### config.mk
export PLATFORM = sky130hd
export DESIGN_NAME = flash_address_controller
export DESIGN_NICKNAME = d
export VERILOG_FILES = /design/src/rtl/audio_pkg.sv /design/src/rtl/edge_detect.sv /design/src/rtl/flash_address_controller.sv
export SDC_FILE = /design/constraint.sdc
export NUM_CORES = 1
export LEC_CHECK = 0
export CORE_ASPECT_RATIO = 2
export CORE_MARGIN = 3
export CORE_UTILIZATION = 53
export DETAILED_ROUTE_END_ITERATION = 8
export GPL_ROUTABILITY_DRIVEN = 0
export GPL_TIMING_DRIVEN = 0
export PLACE_DENSITY = 0.8
export SYNTH_ARGS = -nofsm -noshare
export SYNTH_HDL_FRONTEND = slang
export SYNTH_SLANG_ARGS = --single-unit
### constraint.sdc
create_clock -name clk -period 2.4 [get_ports clk]
set_input_delay 0.48 -clock clk [delete_from_list [all_inputs] [get_ports clk]]
set_output_delay 0.48 -clock clk [all_outputs]
set_load 0.02 [all_outputs]
### src/rtl/audio_pkg.sv
// ---------------------------------------------------------------------------
// audio_pkg
// Shared types and helpers for the sample-playback address path.
//   flash_addr_t  : 23-bit flash word address
//   addr_state_t  : playback address controller state
//   step_t        : result of one address step (next address + wrap flag)
//   step_addr()   : next address for a forward/backward step inside a
//                   closed region [lo, hi], wrapping at either boundary
// ---------------------------------------------------------------------------
package audio_pkg;

    localparam int FLASH_ADDR_W = 23;

    typedef logic [FLASH_ADDR_W-1:0] flash_addr_t;

    localparam flash_addr_t START_ADDR_DEFAULT = 23'h000000;
    localparam flash_addr_t END_ADDR_DEFAULT   = 23'h07FFFF;

    typedef enum logic [1:0] {
        S_RUN          = 2'd0,
        S_RESTART_PEND = 2'd1
    } addr_state_t;

    typedef struct packed {
        flash_addr_t addr;
        logic        wrap;
    } step_t;

    // One playback step. dir = 1 walks up, dir = 0 walks down; leaving the
    // region on either side re-enters at the opposite boundary.
    function automatic step_t step_addr(
        input flash_addr_t addr,
        input logic        dir,
        input flash_addr_t lo = START_ADDR_DEFAULT,
        input flash_addr_t hi = END_ADDR_DEFAULT
    );
        step_t s;
        s.wrap = 1'b0;
        if (dir) begin
            if (addr == hi) begin
                s.addr = lo;
                s.wrap = 1'b1;
            end else begin
                s.addr = addr + 1'b1;
            end
        end else begin
            if (addr == lo) begin
                s.addr = hi;
                s.wrap = 1'b1;
            end else begin
                s.addr = addr - 1'b1;
            end
        end
        return s;
    endfunction

endpackage

### src/rtl/edge_detect.sv
// ---------------------------------------------------------------------------
// edge_detect
// Rising-edge detector built on a registered copy of the input. The pulse
// is high in the cycle the input is high while its registered copy is still
// low, so logic clocked on the same edge reacts one cycle after the rise.
// A level held high yields a single pulse. Reset clears the history, so an
// input already high at reset release is seen as a fresh edge.
//   clk      in  system clock
//   reset_n  in  asynchronous active-low reset
//   sig      in  level to watch
//   rise     out 1 while sig is high and was low on the previous clock
// ---------------------------------------------------------------------------
module edge_detect (
    input  logic clk,
    input  logic reset_n,
    input  logic sig,
    output logic rise
);

    logic sig_q;

    // NOTE: state uses non-blocking assignments in an always_ff with the
    // async reset in the sensitivity list; blocking here would race with
    // every other flop sampling sig_q on the same edge.
    always_ff @(posedge clk or negedge reset_n) begin
        if (!reset_n) begin
            sig_q <= 1'b0;
        end else begin
            sig_q <= sig;
        end
    end

    assign rise = sig & ~sig_q;

endmodule

### src/rtl/flash_address_controller.sv
// ---------------------------------------------------------------------------
// flash_address_controller
// Owns the flash word address used during sample playback. The address moves
// by one word per consumed sample (address_change rising edge), forward or
// backward, wrapping inside [START_ADDR, END_ADDR]. A keyboard restart is
// latched and applied at the next word boundary so the address never changes
// while the flash reader has a read in flight.
//   clk             in   system clock
//   reset_n         in   asynchronous active-low reset
//   kybrd_dir       in   1 = forward, 0 = backward (sampled at each step)
//   kybrd_restart   in   restart request level (rising edge latched)
//   address_change  in   current word consumed (rising edge = one step)
//   flsh_address    out  registered word address to the flash controller
//   wrapped         out  1-cycle pulse when a step crossed a region boundary
//   restart_done    out  1-cycle pulse when a latched restart was applied
//   debug           out  {13'b0, state[1:0], dir_q}
// ---------------------------------------------------------------------------
module flash_address_controller
    import audio_pkg::*;
#(
    parameter int                 ADDR_W     = FLASH_ADDR_W,
    parameter logic [ADDR_W-1:0]  START_ADDR = START_ADDR_DEFAULT,
    parameter logic [ADDR_W-1:0]  END_ADDR   = END_ADDR_DEFAULT
) (
    input  logic              clk,
    input  logic              reset_n,
    input  logic              kybrd_dir,
    input  logic              kybrd_restart,
    input  logic              address_change,
    output logic [ADDR_W-1:0] flsh_address,
    output logic              wrapped,
    output logic              restart_done,
    output logic [15:0]       debug
);

    logic              step_rise;
    logic              restart_rise;
    logic              restart_latch;
    logic              dir_q;
    logic [ADDR_W-1:0] addr_q;
    addr_state_t       state;
    step_t             next_step;

    edge_detect u_step_edge (
        .clk     (clk),
        .reset_n (reset_n),
        .sig     (address_change),
        .rise    (step_rise)
    );

    edge_detect u_restart_edge (
        .clk     (clk),
        .reset_n (reset_n),
        .sig     (kybrd_restart),
        .rise    (restart_rise)
    );

    // The live direction input steers the step it coincides with; dir_q only
    // records which way the last step went.
    assign next_step = step_addr(addr_q, kybrd_dir, START_ADDR, END_ADDR);

    always_ff @(posedge clk or negedge reset_n) begin
        if (!reset_n) begin
            addr_q        <= START_ADDR;
            wrapped       <= 1'b0;
            restart_done  <= 1'b0;
            dir_q         <= 1'b1;
            restart_latch <= 1'b0;
            state         <= S_RUN;
        end else begin
            wrapped      <= 1'b0;
            restart_done <= 1'b0;

            // Extra restart edges while one is already latched fold into it.
            if (restart_rise) begin
                restart_latch <= 1'b1;
            end

            case (state)
                S_RUN: begin
                    // A step coinciding with a fresh restart edge is a normal
                    // step; the restart waits for the next word boundary.
                    if (step_rise) begin
                        dir_q   <= kybrd_dir;
                        addr_q  <= next_step.addr;
                        wrapped <= next_step.wrap;
                    end
                    if (restart_rise || restart_latch) begin
                        state <= S_RESTART_PEND;
                    end
                end

                S_RESTART_PEND: begin
                    if (step_rise) begin
                        dir_q         <= kybrd_dir;
                        addr_q        <= kybrd_dir ? START_ADDR : END_ADDR;
                        restart_done  <= 1'b1;
                        restart_latch <= 1'b0;
                        state         <= S_RUN;
                    end
                end

                default: begin
                    // Unused encodings recover to a known playback position.
                    addr_q <= START_ADDR;
                    state  <= S_RUN;
                end
            endcase
        end
    end

    assign flsh_address = addr_q;
    assign debug        = {13'b0, state, dir_q};

endmodule

# Word level (Yosys, flattened, before mapping)
# Cells that the tools add are included.
dict set report totals {
  register_bits 31
  latch_bits 0
  mem_bits_rw 0
  mem_bits_ro 0
  inputBits 5
  out_inout_bits 41
  word_cells 45
  n_memories 0
}
dict set report classes {
  n_addsub 2
  mul 0
  div_mod_pow 0
  magnitude_cmp 0
  n_eq_ne 5
  shifts 0
  n_mux 19
  n_bitwise 4
  reduce_logical 7
}
# cell count
set ops {}
lappend ops {{$mux W23} 4}
lappend ops {{$pmux W23 S2} 1}
lappend ops {{$mux W24} 1}
lappend ops {{$add A23 B1 Y23 const B} 1}
lappend ops {{$eq A23 B19 Y1 const B} 1}
lappend ops {{$logic_not A23 Y1} 1}
lappend ops {{$sub A23 B1 Y23 const B} 1}
lappend ops {{$mux W19} 1}
lappend ops {{$mux W1} 9}
lappend ops {{$ne A2 B2 Y1 const B} 3}
lappend ops {{$reduce_and A2 Y1} 3}
lappend ops {{$mux W2} 2}
lappend ops {{$pmux W2 S2} 1}
lappend ops {{$and A1 B1 Y1} 2}
lappend ops {{$eq A2 B1 Y1 const B} 1}
lappend ops {{$logic_not A2 Y1} 1}
lappend ops {{$not A1 Y1} 2}
lappend ops {{$reduce_or A2 Y1} 1}
lappend ops {{$logic_or A1 B1 Y1} 1}

# Logic depth before layout (Yosys ltp)
dict set report depth {
  depth_word 5
  depth_mapped 10
  depth_no_buf 8
}

# By module
# A second synthesis with hierarchy kept.
dict set report hier_totals {
  hier_cells 303
  area_unflattened_um2 2432.3
}
# mod instances cells_each area_each_um2 seq_area_each_um2
set modules_own_cells {}
lappend modules_own_cells {flash_address_controller 1 299 2354.8 701.9}
lappend modules_own_cells {edge_detect 2 2 38.8 25.0}

# Least setup slack after synthesis
# Ideal clock, no wire load.
dict set report synth_path {
  kind {register to register}
  start {register addr_q[1] (netlist: flsh_address[1])}
  end {register addr_q[8] (netlist: flsh_address[8])}
  setup_ns 0.143
  arrival_time_ns 1.984
  t_required_ns 2.257
  path_slack_ns 0.273
  stages_incl_launch_ff 9
  path_buffers 1
  synth_period_minus_slack_ns 2.127
  path_cell_list {dfrtp_1 ha_1 nand4_4 nor4_4 a21bo_1 buf_6 a21oi_2 o31ai_1 o311ai_1}
}
dict set report synth_between {
  elab_chain_cells 5
  word_cells_on_any_way 9
  classes_between {add/sub: 2; eq/ne: 1; mux: 5; reduce/logical: 1}
}
# item line
set synth_lines {}
lappend synth_lines {{from (decl)} flash_address_controller.sv:40} ;# logic [ADDR_W-1:0] addr_q;
lappend synth_lines {{from (signal assigned)} flash_address_controller.sv:85} ;# addr_q <= next_step.addr;
lappend synth_lines {{from (signal assigned)} flash_address_controller.sv:96} ;# addr_q <= kybrd_dir ? START_ADDR : END_ADDR;
lappend synth_lines {{$sub A23 B1 Y23, or another cell as far along} audio_pkg.sv:51} ;# s.addr = addr - 1'b1;
lappend synth_lines {{$mux W23 (on tied branches)} {audio_pkg.sv:47, audio_pkg.sv:40}}
lappend synth_lines {{$mux W24 *} audio_pkg.sv:39} ;# if (dir) begin
lappend synth_lines {{$mux W23 *} flash_address_controller.sv:83} ;# if (step_rise) begin
lappend synth_lines {{$pmux W23 S2 *} flash_address_controller.sv:79} ;# case (state)
# Mark *: on every way between the ends. The rest lies on a longest branch, timed or not. The select of a mux whose other input is x is not followed.
# A chain may end at the register's enable or synchronous reset.

# Worst setup path after layout
dict set report layout_path {
  start {register addr_q[0] (netlist: flsh_address[0])}
  end {register addr_q[19] (netlist: flsh_address[19])}
}
# Same word-level chain as after synthesis.

==> impl_metrics.ini <==
[drt]
antenna_left = 0
first_pass_iters = 5
maxUsedRoutingLayer = met4
drtIter0Drc = 215
via_per_inst = 6.486
wire_per_inst_um = 17.77
wl_met2_mm = 3.867
wl_met3_um = 582
drcViolationCount = 0
wl_met1_mm = 2.576
routed_wl_mm = 7.429
num_vias = 2711

[clock_network]
path_clk_slew_ps = 70
clockBufferDepth = 2
clk_latency_ps = 290
htreeDepth = 2
root_buffer = clkbuf_8
cts_made_buffers = 5
ctsHoldBuffers = 0
cts_tree = done
numClockSinks = 30

[setup_path]
critPathCaptureType = flip-flop
critPathCapture = flsh_address[19]
r2r_start = flsh_address[0]
cp_max_fo = 9
critPathLaunch = flsh_address[0]
reg2reg_slack_ps = 100
r2r_end = flsh_address[19]
cp_slowest_cell = dfrtp_1
cp_data_required_time_ps = 2570
startpoint_type = flip-flop
crit_chain = buf_2, inv_1, ha_1, nor4b_4, nand4_1, buf_4, or3_4, and2_1, a21oi_1, o21bai_1
crit_type = reg2reg
slowest_delay_ps = 400
crit_arrival_ps = 2480
reg2regPathDepth = 10

[placed_design]
pre_cts_slack_ps = -244.5
io_buffers = 31
dpl.hpwl_mm = 5.265

[yosys]
synth.distinct_cells = 54
ys_ff_latch = 30
seq_area_frac_synth_pct = 31.12
syn_area_um2 = 2416
synth_top_area_share_pct = 30.04
async_reset_ff_share_pct = 100.0
synthTopCellsByArea = dfrtp_1 (30%), buf_4 (5.0%), nor2_1 (4.4%), o21ai_0 (4.4%), nand2_1 (3.9%)
synth_area_leader_cell = dfrtp_1
synthCells = 308
yosysMostFrequentCell = dfrtp_1
postSynthAreaPerCell_um2 = 7.844
netlist_top_cells_count = dfrtp_1 (29), nor2_1 (28), nand2_1 (25)
ys_warn_count = 0
synth-edff-count = 0
ys.flop_type = dfrtp_1

[sta]
final_max_slew_viol_count = 0
rsz0062_at_grt = yes
fmaxAchievable_mhz = 434.2
layout_setup_ws_ps = 97.06
skew_ps = 7.254
worst_slew_margin_rel_pct = 52.16
final-setup-viol-count = 0
post-route-period-util_pct = 95.96
hold_viol_final = 0
tightest_slew_ps = 717.6
period_needed_ps = 2303

[final_layout]
antenna_cells = 0
nNetsFinal = 371
final_util_pct = 69.19
layout-drive-gt1-share_pct = 17.31
areaGrowthSynthToFinish_pct = 25.48

[power]
p_leak_nw = 1.202
switching_share_pct = 41.79
power_frac_comb_pct = 44.3
power_switching_uw = 837.2
power_frac_clock_pct = 22.1
ir_worst_vdd_uv = 541.1
sequentialPowerShare_pct = 33.6
p_int_mw = 1.166
p_per_area_nw_per_um2 = 660.8

[floorplanning]
die_area_um2 = 5454
die_h_um = 101.5
coreArea_um2 = 4382
die_x_um = 53.74
rows = 34
ioPinCount = 46
start_util_pct = 55.14

[global_routing]
track_usage_pct = 28.55
grt_max_degree = 31
grt_pass1_wl_mm = 11.70
antenna_found_initial = 0
overflow = 0
grt_pass1_vias = 2504

[flow_run]
max_cap_viol_count = 0

[status]
status = complete, no violations

[worst_hold_path]
hold_class = in2async
-- sequential cells by signal, indices dropped and copies added (netlist names) --
| name | cells |
|---|---|
| state | 1 |
| dir_q | 1 |
| u_restart_edge.sig_q | 1 |
| wrapped | 1 |
| u_step_edge.sig_q | 1 |
| flsh_address | 23 |
| restart_latch | 1 |
| restart_done | 1 |
-- worst max-delay path: cells and delay by family (launching register included) --
kind | cells | cell delay [ps]
compound gates | 2 | 220
flops | 1 | 400
buf+inv | 3 | 490
fa+ha+maj | 1 | 160
simple gates | 4 | 930
-- layout by cell type, fill, tap and decap left out, types with 14 or more instances in the layout --
cell type	count
buf_4	21
conb_1	14
nand2_1	24
clkdlybuf4s50_1	30
nor2_1	28
o21ai_0	20
nand3_1	16
dfrtp_1	29
a21oi_1	18
nor3_1	14
-- cell type report --
type | count | area, µm²
multi-input combinational | 243 | 1509
fill | 399 | 1350
tap | 54 | 67.56
clock inverter | 2 | 12.51
timing repair buffer | 36 | 342.8
clock buffer | 6 | 82.58
inverter | 7 | 26.28
buffer | 40 | 239.0
sequential | 30 | 752.0
-- routing by layer --
metal | track usage (%) | up-vias
met5 | 0 | -
met3 | 4.713 | 41
li1 | - | 1206
met2 | 47.48 | 177
met1 | 32.06 | 1287
met4 | 18.50 | 0
-- worst min path at each step --
stage                       start          endpoint  cells after the start
after global routing      reset_n  flsh_address[19]                      1
after detailed placement    dir_q             dir_q                      2
after global placement      dir_q             dir_q                      2
final                     reset_n  flsh_address[20]                      1
after CTS                   dir_q             dir_q                      2
after floorplan           reset_n   flsh_address[0]                      0
-- stage by stage --
step | area [µm²] | hold slack [ps] | setup TNS (ps) | cells | power (mW)
after floorplan | 2465 | 184.4 | 0 | 321 | 1.227
after detailed placement | 2843 | 465.2 | -1889 | 406 | 1.525
final | 3032 | 239.6 | 0 | 418 | 2.003
after CTS | 2962 | 477.1 | 0 | 415 | 1.972
after global placement | 2843 | 448.5 | -1197 | 406 | 1.507
after global routing | 3032 | 278.6 | -4.222 | 418 | 2.101
-- cell families after synthesis --
kind of cell	share of synthesized area (%)
AOI/OAI and AO/OA	23.87
adders and majority gates	1.554
xor gates and xnor gates	4.713
muxes	0.4143
DFF	31.12
other	0.1552
buffers and inverters	10.77
and+or+nand+nor	27.39
-- power groups by stage --
stage | clock (mW) | combinational [mW] | sequential [mW]
3_5_place_dp | 0 | 0.847 | 0.678
2_1_floorplan | 0 | 0.477 | 0.750
5_1_grt | 0.465 | 0.956 | 0.680
4_1_cts | 0.446 | 0.857 | 0.670
3_3_place_gp | 0 | 0.831 | 0.676
6_report | 0.443 | 0.887 | 0.673
-- repair_timing --
item	CTS	global route
endpoints found under the setup margin	19	16
gates resized for setup	3	18
buffers inserted	1	4
pin swaps	1	4
No activity file was read; power rests on OpenSTA's default activity.
==> edit 1, RTL diff (config.mk and constraints unchanged) <==
Reset style: synchronous (`reset_n`), changed in 2 clocked blocks. Comments in the files are not updated.
--- a/src/rtl/edge_detect.sv
+++ b/src/rtl/edge_detect.sv
@@ -24,3 +24,3 @@
     // every other flop sampling sig_q on the same edge.
-    always_ff @(posedge clk or negedge reset_n) begin
+    always_ff @(posedge clk) begin
         if (!reset_n) begin
--- a/src/rtl/flash_address_controller.sv
+++ b/src/rtl/flash_address_controller.sv
@@ -61,3 +61,3 @@
 
-    always_ff @(posedge clk or negedge reset_n) begin
+    always_ff @(posedge clk) begin
         if (!reset_n) begin
Function: differs if reset_n is asserted again (counterexample within 4 cycles, from zero or initial values and one cycle with reset_n low); with reset_n held inactive, the same outputs for 10 cycles.
==> edit 1 against the unedited design <==
  * Wire length decreased by 1.5%
  * Total power decreased by 3.4%
  * Synthesized area decreased by 0.62%
  * Hold slack improved by 0.23 ns
  * Largest cell class unchanged
  * Worst setup slack improved by 0.011 ns
  * Die area decreased by 0.56%
  * Design area decreased by 2.8%
  * Sequential cell count unchanged
==> edit 1: results (changes against the unedited design) <==
[finish]
nets = 377  ; +1.6%
n_all_inverters = 9  ; +2
multi_input_area_share_pct = 54.6  ; +4.9 points
clk_share_pct = 3.10  ; -0.035 points
area_growth_pct = 22.7

[timing]
slew_headroom_pct = 59.1  ; +7.0 points
holdWs_ns = 0.465  ; +0.225 ns

[synth]
ys_seq_area_share_pct = 25.0  ; -6.1 points
yosys_most_used_dff = dfxtp_1
synth_common_cells = dfxtp_1 (30), nand2_1 (28), nor2_1 (22)
synth.area.top_cells = dfxtp_1 (25%), xnor2_1 (4.7%), buf_4 (4.7%)
synth.distinct_cells = 57  ; +5.6%
synth_mux_area_share_pct = 0  ; -0.41 points
synthXorXnorAreaFrac_pct = 6.57  ; +1.9 points

[placement]
placed_cell_area_um2 = 2820  ; -0.88%
dpl.cell_count = 415  ; +2.2%
hpwl_um = 5260  ; about the same
portBuffers = 30  ; -3.2%

[die]
core-area_um2 = 4340  ; -0.97%

[status]
outcome = finished clean

[global_route]
grt_max_degree = 11  ; -65%
grt_pass1_wl_um = 11800  ; +1.2%

[worst_hold_path]
hp-class = flip-flop to flip-flop

[critical_path]
ff2ff_path_depth = 9  ; -1
r2r-start = flsh_address[0]$_SDFFE_PN0P_
cp_max_fo = 10  ; +1

[clocking]
post_cts_resized = 2  ; -1

[edit 1: critical path, cell delays in order]
cell and delay, ns:
clkdlybuf4s50_1 0.48, nor2b_1 0.14, clkbuf_1 0.42, nand2_1 0.37, nand2_1 0.30, a31oi_1 0.06, a31oi_1 0.17, a21oi_1 0.06
[edit 1: power by group]
part	leakage, nW	switching, mW	internal [mW]
combinational	0.862	0.508	0.350
sequential	0.247	0.0749	0.556
clock	0.0482	0.215	0.231
total	1.16	0.798	1.14
[edit 1: kinds of logic after synthesis]
group	after synthesis
other	1
XOR/XNOR	18
flip-flops	30
adder cells (fa/ha/maj)	3
AND/OR/NAND/NOR	128
buffers and inverters	50
AO/OA/AOI/OAI	88
[edit 1: per-layer routing]
metal	share of wire (%)	wire length, µm	GRT usage [%]
met1	34	2470	29.4
met2	51	3700	49.0
met4	7.4	541	25.2
met5	0	0	0
met3	8.3	604	8.10
==> edit 2, RTL diff (same settings) <==
Made on the original files. Change the package constant `FLASH_ADDR_W` from 23 to 31.
--- a/src/rtl/audio_pkg.sv
+++ b/src/rtl/audio_pkg.sv
@@ -11,3 +11,3 @@
 
-    localparam int FLASH_ADDR_W = 23;
+    localparam int FLASH_ADDR_W = 31;
 
Interface: changed (resized flsh_address); port bits go from 46 to 54. The function was not compared with the original's and may differ.
==> edit 2 against the unedited design <==
  * Highest routed layer unchanged
  * Combinational power grew 44%
  * Die area is 20% higher
  * Sequential power grew 36%
  * Design area increased by 38%
  * Critical endpoint is now flsh_address[17]$_DFFE_PN0P_
  * Total power grew 32%
  * Synthesized cell count rose by 22%
  * Clock skew grew 0.0095 ns
  * Hold slack gained 0.047 ns
  * Worst setup slack got worse by 0.29 ns
  * Wire length up 48%
  * Synthesized area up 22%
  * The flow now finishes with violations (negative setup slack)
  * Sequential cell count up 8
  * First-iteration DRC count is 150% higher
==> edit 2: results (changes against the unedited design) <==
[timing]
tns_ns = -1.27  ; -1.27 ns
hold_viol = 0  ; unchanged
slew_headroom_pct = 41.4  ; -11 points
clock-skew-final_ns = 0.0168  ; +0.00953 ns
setup_violations = 20  ; +20
fin_ws_ns = -0.195  ; -0.292 ns

[clocking]
clock-root-buffer = clkbuf_8
insertion_delay_ns = 0.30
htree_levels = 2  ; unchanged
cts_buffers = 5  ; unchanged
clk_pin_slew_ns = 0.09  ; +0.02 ns
clockBufferDepth = 2  ; unchanged

[critical_path]
r2r-end = flsh_address[17]$_DFFE_PN0P_
crit_path_max_incr_delay_ns = 0.59  ; +0.19 ns
cp_max_fo = 7  ; -2
ff2ff_path_depth = 6  ; -4
critPathArrivalTime_ns = 2.80  ; +0.32 ns
cp_slowest_cell = or4_4
r2r-start = flsh_address[27]$_DFFE_PN0P_

[drt]
drt_iter0_drc = 532  ; +150%
wl_um = 11000  ; +48%
vias = 3713  ; +37%
wl_per_cell_um = 21.0  ; +18%
first_pass_iters = 8  ; +3

[placement]
place_ws_ns = -0.595  ; -0.350 ns
portBuffers = 39  ; +26%
dpl.cell_count = 486  ; +20%
hpwl_um = 6810  ; +29%

[synth]
synth_common_cells = dfrtp_1 (37), nor2_1 (37), nand2_1 (27)
syn_area_per_cell_um2 = 7.86  ; +0.16%
synth.area.top_cells = dfrtp_1 (31%), nor2_1 (4.7%), o21ai_0 (4.4%)
ys_seq_area_share_pct = 32.2  ; +1.1 points
yosys_warnings = 0  ; unchanged
synth.distinct_cells = 63  ; +17%
synthArstFlopShare_pct = 100  ; unchanged

[status]
outcome = finished, violations left
violations = negative setup slack

[finish]
antenna_cells = 0  ; unchanged
fill_cells = 367  ; -8.0%
drive_gt1_share_pct = 28.2  ; +11 points
largest_reg_flops = 31  ; +35%
nets = 471  ; +27%

[global_route]
grt_usage_pct = 31.3  ; +2.8 points
grt_pass1_wl_um = 16300  ; +39%
grt_pass1_vias = 3462  ; +38%
antenna_found_initial = 0  ; unchanged
grt_max_degree = 39  ; +26%

[pwr]
p_leak_nw = 1.68  ; +40%
peakVddDrop_uv = 606  ; +12%

[worst_hold_path]
hp-class = input port to async pin

[job]
maxCapViolCount = 0  ; unchanged

[edit 2: power by group]
group / internal (mW) / switching [mW]
Sequential: 0.747 / 0.165
Combinational: 0.568 / 0.716
Clock: 0.202 / 0.244
[edit 2: repair_timing]
item / 4_1_cts / 5_1_grt
buffers inserted: 17 / 21
resized for setup: 33 / 38
setup endpoints to repair: 31 / 30
pin swaps: 18 / 19
[edit 2: worst max path at each step]
stage	start	to	slack, ns	depth (start not counted)
2_1_floorplan	flsh_address[26]$_DFFE_PN0P_	flsh_address[11]$_DFFE_PN0P_	-0.02	7
3_3_place_gp	kybrd_dir	flsh_address[10]$_DFFE_PN0P_	-0.57	7
3_5_place_dp	kybrd_dir	flsh_address[10]$_DFFE_PN0P_	-0.59	7
4_1_cts	flsh_address[9]$_DFFE_PN0P_	flsh_address[20]$_DFFE_PN0P_	-0.17	8
5_1_grt	flsh_address[9]$_DFFE_PN0P_	flsh_address[20]$_DFFE_PN0P_	-0.24	8
6_report	flsh_address[27]$_DFFE_PN0P_	flsh_address[17]$_DFFE_PN0P_	-0.20	6
[edit 2: cells by family after synthesis]
logic type	Yosys count	synth area share, %
adders and majority gates	2	0.847
and+or+nand+nor	161	28.9
muxes	1	0.339
DFF	38	32.2
AOI/OAI and AO/OA	112	25.8
other	1	0.127
xor gates and xnor gates	8	2.37
buffers and inverters	53	9.40
[edit 2: critical path: cells and delay by family (launching register included)]
kind | cells | cell delay (ns)
flip-flops | 1 | 0.45
AO/OA/AOI/OAI | 3 | 0.56
AND/OR/NAND/NOR | 3 | 1.51
[edit 2: per-stage QoR]
stage | instance area [µm²] | util (%) | hold slack [ns] | power [mW]
5_1_grt | 4170 | 79.1 | 0.346 | 2.75
3_5_place_dp | 3560 | 67.5 | 0.492 | 1.90
2_1_floorplan | 3100 | - | 0.184 | 1.53
6_report | 4170 | 79.1 | 0.287 | 2.64
4_1_cts | 3920 | 74.3 | 0.324 | 2.46
3_3_place_gp | 3570 | 67.6 | 0.480 | 1.87
[edit 2: layer usage]
layer  wire length (µm)  global-route usage, %  up-vias
li1                   -                      -     1566
met1               3390                   35.7     1669
met3               1110                   4.64      132
met5                  0                      0        -
met2               5390                   51.0      346
met4               1070                   22.4        0
[edit 2: cell type report]
cell class,count,share of cell area [%]
Buffer,34,5.40
Clock inverter,2,0.240
Timing Repair Buffer,77,16.6
Inverter,10,0.899
Multi-Input combinational cell,298,50.1
Sequential cell,38,23.2
Clock buffer,6,1.74
Tap cell,58,1.74
